==> config.mk <==
export PLATFORM = sky130hd
export DESIGN_NAME = vw_command_controller
export DESIGN_NICKNAME = d
export VERILOG_FILES = /design/src/rtl/vw_command_controller.sv
export SDC_FILE = /design/constraint.sdc
export NUM_CORES = 1
export LEC_CHECK = 0
export CORE_UTILIZATION = 52
export CTS_BUF_LIST = sky130_fd_sc_hd__clkbuf_2
export CTS_CLUSTER_DIAMETER = 30
export CTS_CLUSTER_SIZE = 40
export DETAILED_ROUTE_END_ITERATION = 10
export GPL_ROUTABILITY_DRIVEN = 0
export PLACE_DENSITY_LB_ADDON = 0.08
export RECOVER_POWER = 100
export SYNTH_ARGS = -nofsm -noshare
export SYNTH_HDL_FRONTEND = slang
export SYNTH_SLANG_ARGS = --single-unit
==> constraint.sdc <==
create_clock -name clk -period 2.86 [get_ports clk]
set_input_delay 0.858 -clock clk [delete_from_list [all_inputs] [get_ports clk]]
set_output_delay 0.858 -clock clk [all_outputs]
set_load 0.02 [all_outputs]
==> src/rtl/vw_command_controller.sv <==
// Turns toggle-handshaked virtual-wire commands into one-cycle register-bus strobes.
// Each response goes back on the probe as a single registered update.
module vw_command_controller #(
    parameter int DATA_W         = 32,
    parameter int ADDR_W         = 6,
    parameter int SETTLE_CYCLES  = 4,
    parameter int TIMEOUT_CYCLES = 255
) (
    input  logic                     clk,
    input  logic                     reset,
    input  logic [DATA_W+ADDR_W+2:0] vw_source,
    output logic [DATA_W+2:0]        vw_probe,
    output logic [ADDR_W-1:0]        reg_addr,
    output logic [DATA_W-1:0]        reg_wdata,
    output logic                     reg_wr_en,
    output logic                     reg_rd_en,
    output logic                     reg_pulse,
    input  logic                     reg_rd_valid,
    input  logic [DATA_W-1:0]        reg_rdata,
    output logic                     busy
);
    localparam int SRC_W  = DATA_W + ADDR_W + 3;
    localparam int SCNT_W = $clog2(SETTLE_CYCLES + 1);
    localparam int TCNT_W = $clog2(TIMEOUT_CYCLES + 1);

    localparam logic [1:0] OP_NOP   = 2'b00;
    localparam logic [1:0] OP_WRITE = 2'b01;
    localparam logic [1:0] OP_READ  = 2'b10;
    localparam logic [1:0] OP_PULSE = 2'b11;

    localparam logic [1:0] ST_OK      = 2'b00;
    localparam logic [1:0] ST_TIMEOUT = 2'b01;

    typedef enum logic [2:0] {IDLE, SETTLE, EXEC, RD_WAIT, RESP} state_t;

    state_t              state;
    logic [SRC_W-1:0]    snapshot;
    logic [SCNT_W-1:0]   settle_cnt;
    logic [TCNT_W-1:0]   timer;
    logic                ack_toggle;
    logic [1:0]          status;
    logic [DATA_W-1:0]   rdata;
    logic [1:0]          resp_status;
    logic [DATA_W-1:0]   resp_rdata;

    logic                src_req;
    logic                snap_req;
    logic [1:0]          snap_op;
    logic [ADDR_W-1:0]   snap_addr;
    logic [DATA_W-1:0]   snap_wdata;

    assign src_req    = vw_source[SRC_W-1];
    assign snap_req   = snapshot[SRC_W-1];
    assign snap_op    = snapshot[SRC_W-2 -: 2];
    assign snap_addr  = snapshot[DATA_W +: ADDR_W];
    assign snap_wdata = snapshot[DATA_W-1:0];

    // The probe is one register group so the host never sees a torn response.
    assign vw_probe = {ack_toggle, status, rdata};

    always_ff @(posedge clk) begin
        if (reset) begin
            state       <= IDLE;
            snapshot    <= '0;
            settle_cnt  <= '0;
            timer       <= '0;
            ack_toggle  <= src_req;
            status      <= ST_OK;
            rdata       <= '0;
            resp_status <= ST_OK;
            resp_rdata  <= '0;
            reg_addr    <= '0;
            reg_wdata   <= '0;
            reg_wr_en   <= 1'b0;
            reg_rd_en   <= 1'b0;
            reg_pulse   <= 1'b0;
            busy        <= 1'b0;
        end else begin
            reg_wr_en <= 1'b0;
            reg_rd_en <= 1'b0;
            reg_pulse <= 1'b0;
            case (state)
                IDLE: begin
                    if (src_req != ack_toggle) begin
                        snapshot   <= vw_source;
                        settle_cnt <= '0;
                        busy       <= 1'b1;
                        state      <= SETTLE;
                    end
                end
                SETTLE: begin
                    if (snap_req == ack_toggle) begin
                        // Host withdrew the request before it settled.
                        busy  <= 1'b0;
                        state <= IDLE;
                    end else if (vw_source != snapshot) begin
                        snapshot   <= vw_source;
                        settle_cnt <= '0;
                    end else if (settle_cnt == SCNT_W'(SETTLE_CYCLES - 1)) begin
                        // Strobes are registered here so they are high exactly during EXEC.
                        reg_addr  <= snap_addr;
                        reg_wdata <= snap_wdata;
                        reg_wr_en <= (snap_op == OP_WRITE);
                        reg_rd_en <= (snap_op == OP_READ);
                        reg_pulse <= (snap_op == OP_PULSE);
                        state     <= EXEC;
                    end else begin
                        settle_cnt <= settle_cnt + 1'b1;
                    end
                end
                EXEC: begin
                    resp_status <= ST_OK;
                    resp_rdata  <= '0;
                    timer       <= '0;
                    state       <= (snap_op == OP_READ) ? RD_WAIT : RESP;
                end
                RD_WAIT: begin
                    if (reg_rd_valid) begin
                        resp_status <= ST_OK;
                        resp_rdata  <= reg_rdata;
                        state       <= RESP;
                    end else if (timer == TCNT_W'(TIMEOUT_CYCLES - 1)) begin
                        resp_status <= ST_TIMEOUT;
                        resp_rdata  <= '0;
                        state       <= RESP;
                    end else begin
                        timer <= timer + 1'b1;
                    end
                end
                RESP: begin
                    ack_toggle <= snap_req;
                    status     <= resp_status;
                    rdata      <= resp_rdata;
                    busy       <= 1'b0;
                    state      <= IDLE;
                end
                default: begin
                    busy  <= 1'b0;
                    state <= IDLE;
                end
            endcase
        end
    end
endmodule
==> metrics.cfg <==
[die]
die_y_um = 117
num_io_pins = 153
dieArea_um2 = 13700
die_width_um = 117
rows = 41
coreArea_um2 = 12800
initial_core_util_pct = 53.8

[route]
wl_per_cell_um = 15.3
drtIter0Drc = 410
ant_nets = 0
dr.pass1.iters = 6
drc = 0
vias = 5740
routed_wl_um = 16700
viasPerCell = 5.27

[final_layout]
ff_latch_area_um2 = 3290
final_cell_area_um2 = 9030
diodes = 0
drive_gt1_share_pct = 8.18
syn_to_final_growth_pct = 31.4
final_common_cell = dfxtp_1
final_cell_mix = 163 x dfxtp_1, 87 x nand2b_1, 84 x nor2_1
fin_nets = 985
multiInputGateArea_um2 = 3350
fill_cells = 992
fin_util_pct = 70.7

[worst_hold_path]
min_path_cells = 2
hold_path_class = register to register

[place]
placed_area_um2 = 8790
dp_hpwl_um = 11900
io_buffers = 151

[timing]
worst-slew-pin-transition_ps = 1340
period_minus_slack_ps = 2740
rsz0062_at_grt = no
hold_viol_final = 0
skew_ps = 32.0
max-slew-margin-rel_pct = 10.8
finalCritPeriodShare_pct = 95.7
slew_violations = 0
fmax_mhz = 366
final-setup-viol-count = 0

[logic_synthesis]
ys_ff_latch = 164
syn_area_um2 = 6870
synth_fp_nets = 821
avgSynthCellArea_um2 = 9.27
synth_flop_cell = dfxtp_1
yosys_warnings = 0
netlist_instances = 741
yosysUniqueCellTypes = 45
synth-edff-count = 1
async_flop_share_pct = 0
yosysSeqAreaShare_pct = 47.9

[clock_tree]
h-tree-depth = 4
clk-insertion-delay-late_ps = 770
cts_tree = done
cts_root_buf = clkbuf_2
cts_sinks = 164
numCtsBuffers = 17
postCtsHoldBufs = 0
clk_pin_slew_worst_paths_ps = 250
ctsResizeCount = 0
postCtsSetupBuffers = 0
clockBufferDepth = 2

[worst_setup_path]
slowest_stage = dlygate4sd3_1
worstPathMaxFanout = 2
critPathCaptureType = output pin
crit_arrival_ps = 1880
crit_family = buffers and inverters
crit_type = register to output pin
rr_worst_depth = 8
cp-start-kind = register
path_cells = dlygate4sd3_1
required_ps = 2000
crit_cells = 1
path_buf_inv = 1
max_stage_delay_ps = 690

[pwr]
p_per_area_nw_per_um2 = 518
p_int_uw = 3420
power_leakage_uw = 0.00398
pwr-share-comb_pct = 14.8
switching_share_pct = 26.9
power_frac_seq_pct = 52.4
power_switching_uw = 1260
ir_drop_v = 0.000394
clkPwrFrac_pct = 32.8

[global_routing]
overflow = 0
grt_pass1_vias = 5598
antenna_found_initial = 0
grtUsageTotal_pct = 25.1
grt_pass1_wl_um = 26400
grt_max_degree = 79

[outcome]
status = complete, no violations

[job]
maxCapViolCount = 0

## final timing paths
| check | from | to | slack [ps] |
|---|---|---|---|
| min | resp_rdata[8]$_SDFFE_PP0P_ | rdata[8]$_SDFFE_PP0P_ | 470 |
| max reg2reg | ack_toggle$_DFFE_PP_ | reg_wdata[18]$_SDFFE_PP0P_ | 310 |
| min reg2reg | resp_rdata[8]$_SDFFE_PP0P_ | rdata[8]$_SDFFE_PP0P_ | 470 |
| max | reg_wdata[29]$_SDFFE_PP0P_ | reg_wdata[29] | 120 |
## tightest hold or removal path, cell delays in order (launching register included)
cell and delay, ps:
dfxtp_1 370, nand2_1 50, a21oi_1 50
## per-stage QoR
step	setup TNS (ps)	total power, uW	worst slack (ps)	hold slack [ps]	cells
CTS	0	4700	50.9	469	1088
global route	0	4850	36.9	483	1089
finish	0	4680	124	467	1089
global placement	-26620	3170	-527	436	1057
floorplan	0	2840	279	432	741
detailed placement	-30580	3190	-521	443	1057
## logic make-up (layout without fill, tap and decap cells)
group | Yosys count | in the layout | synth area share (%)
AO/OA/AOI/OAI | 91 | 91 | 8.54
XOR/XNOR | 49 | 49 | 6.25
adder cells (fa/ha/maj) | 4 | 4 | 0.728
buffers and inverters | 53 | 229 | 3.33
flip-flops | 164 | 164 | 47.9
multiplexers | 80 | 80 | 11.7
other | 1 | 1 | 0.0546
AND/OR/NAND/NOR | 299 | 299 | 21.5
## power by group through the flow
stage | Clock, uW | Sequential, uW | Combinational, uW
global route | 1640 | 2460 | 745
detailed placement | 0 | 2490 | 693
floorplan | 0 | 2480 | 363
finish | 1540 | 2450 | 692
global placement | 0 | 2490 | 680
CTS | 1550 | 2450 | 698
## flip-flops by register name, indices dropped and copies added (netlist names)
register and count:
reg_wr_en 1, status 1, ack_toggle 1, reg_pulse 1, reg_addr 6, rdata 32
reg_rd_en 1, busy 1, timer 8, state 3, settle_cnt 3, snapshot 41
resp_status 1, reg_wdata 32, resp_rdata 32
## routing by layer
metal	track usage (%)	vias up	wire length [um]
met4	8.35	0	288
met1	31.5	2728	7560
li1	-	2835	-
met3	7.36	27	983
met2	41.5	150	7880
met5	0	-	0
## area by class of cell
cell class / instances / share of cell area (%)
Inverter: 3 / 0.125
Clock buffer: 17 / 0.942
Timing Repair Buffer: 195 / 20.5
Sequential cell: 164 / 36.5
Multi-Input combinational cell: 524 / 37.1
Tap cell: 172 / 2.38
Clock inverter: 14 / 2.49
## cell usage after synthesis, drive strengths merged, types with 3 or more instances
master,number,area (um2)
dfxtp,163,3260
nand2b,87,544
nor2,84,315
mux2i,80,801
nand2,78,293
xor2,46,403
clkbuf,40,150
a21oi,39,195
a22oi,34,255
nor4,18,113
buf,10,67.6
nand3,6,30.0
nor3,5,25.0
ha,4,50.1
nand4,4,25.0
o21ai,4,20.0
and3,3,18.8
inv,3,11.3
xnor2,3,26.3
Note: power is estimated with default switching activity, not from simulation.
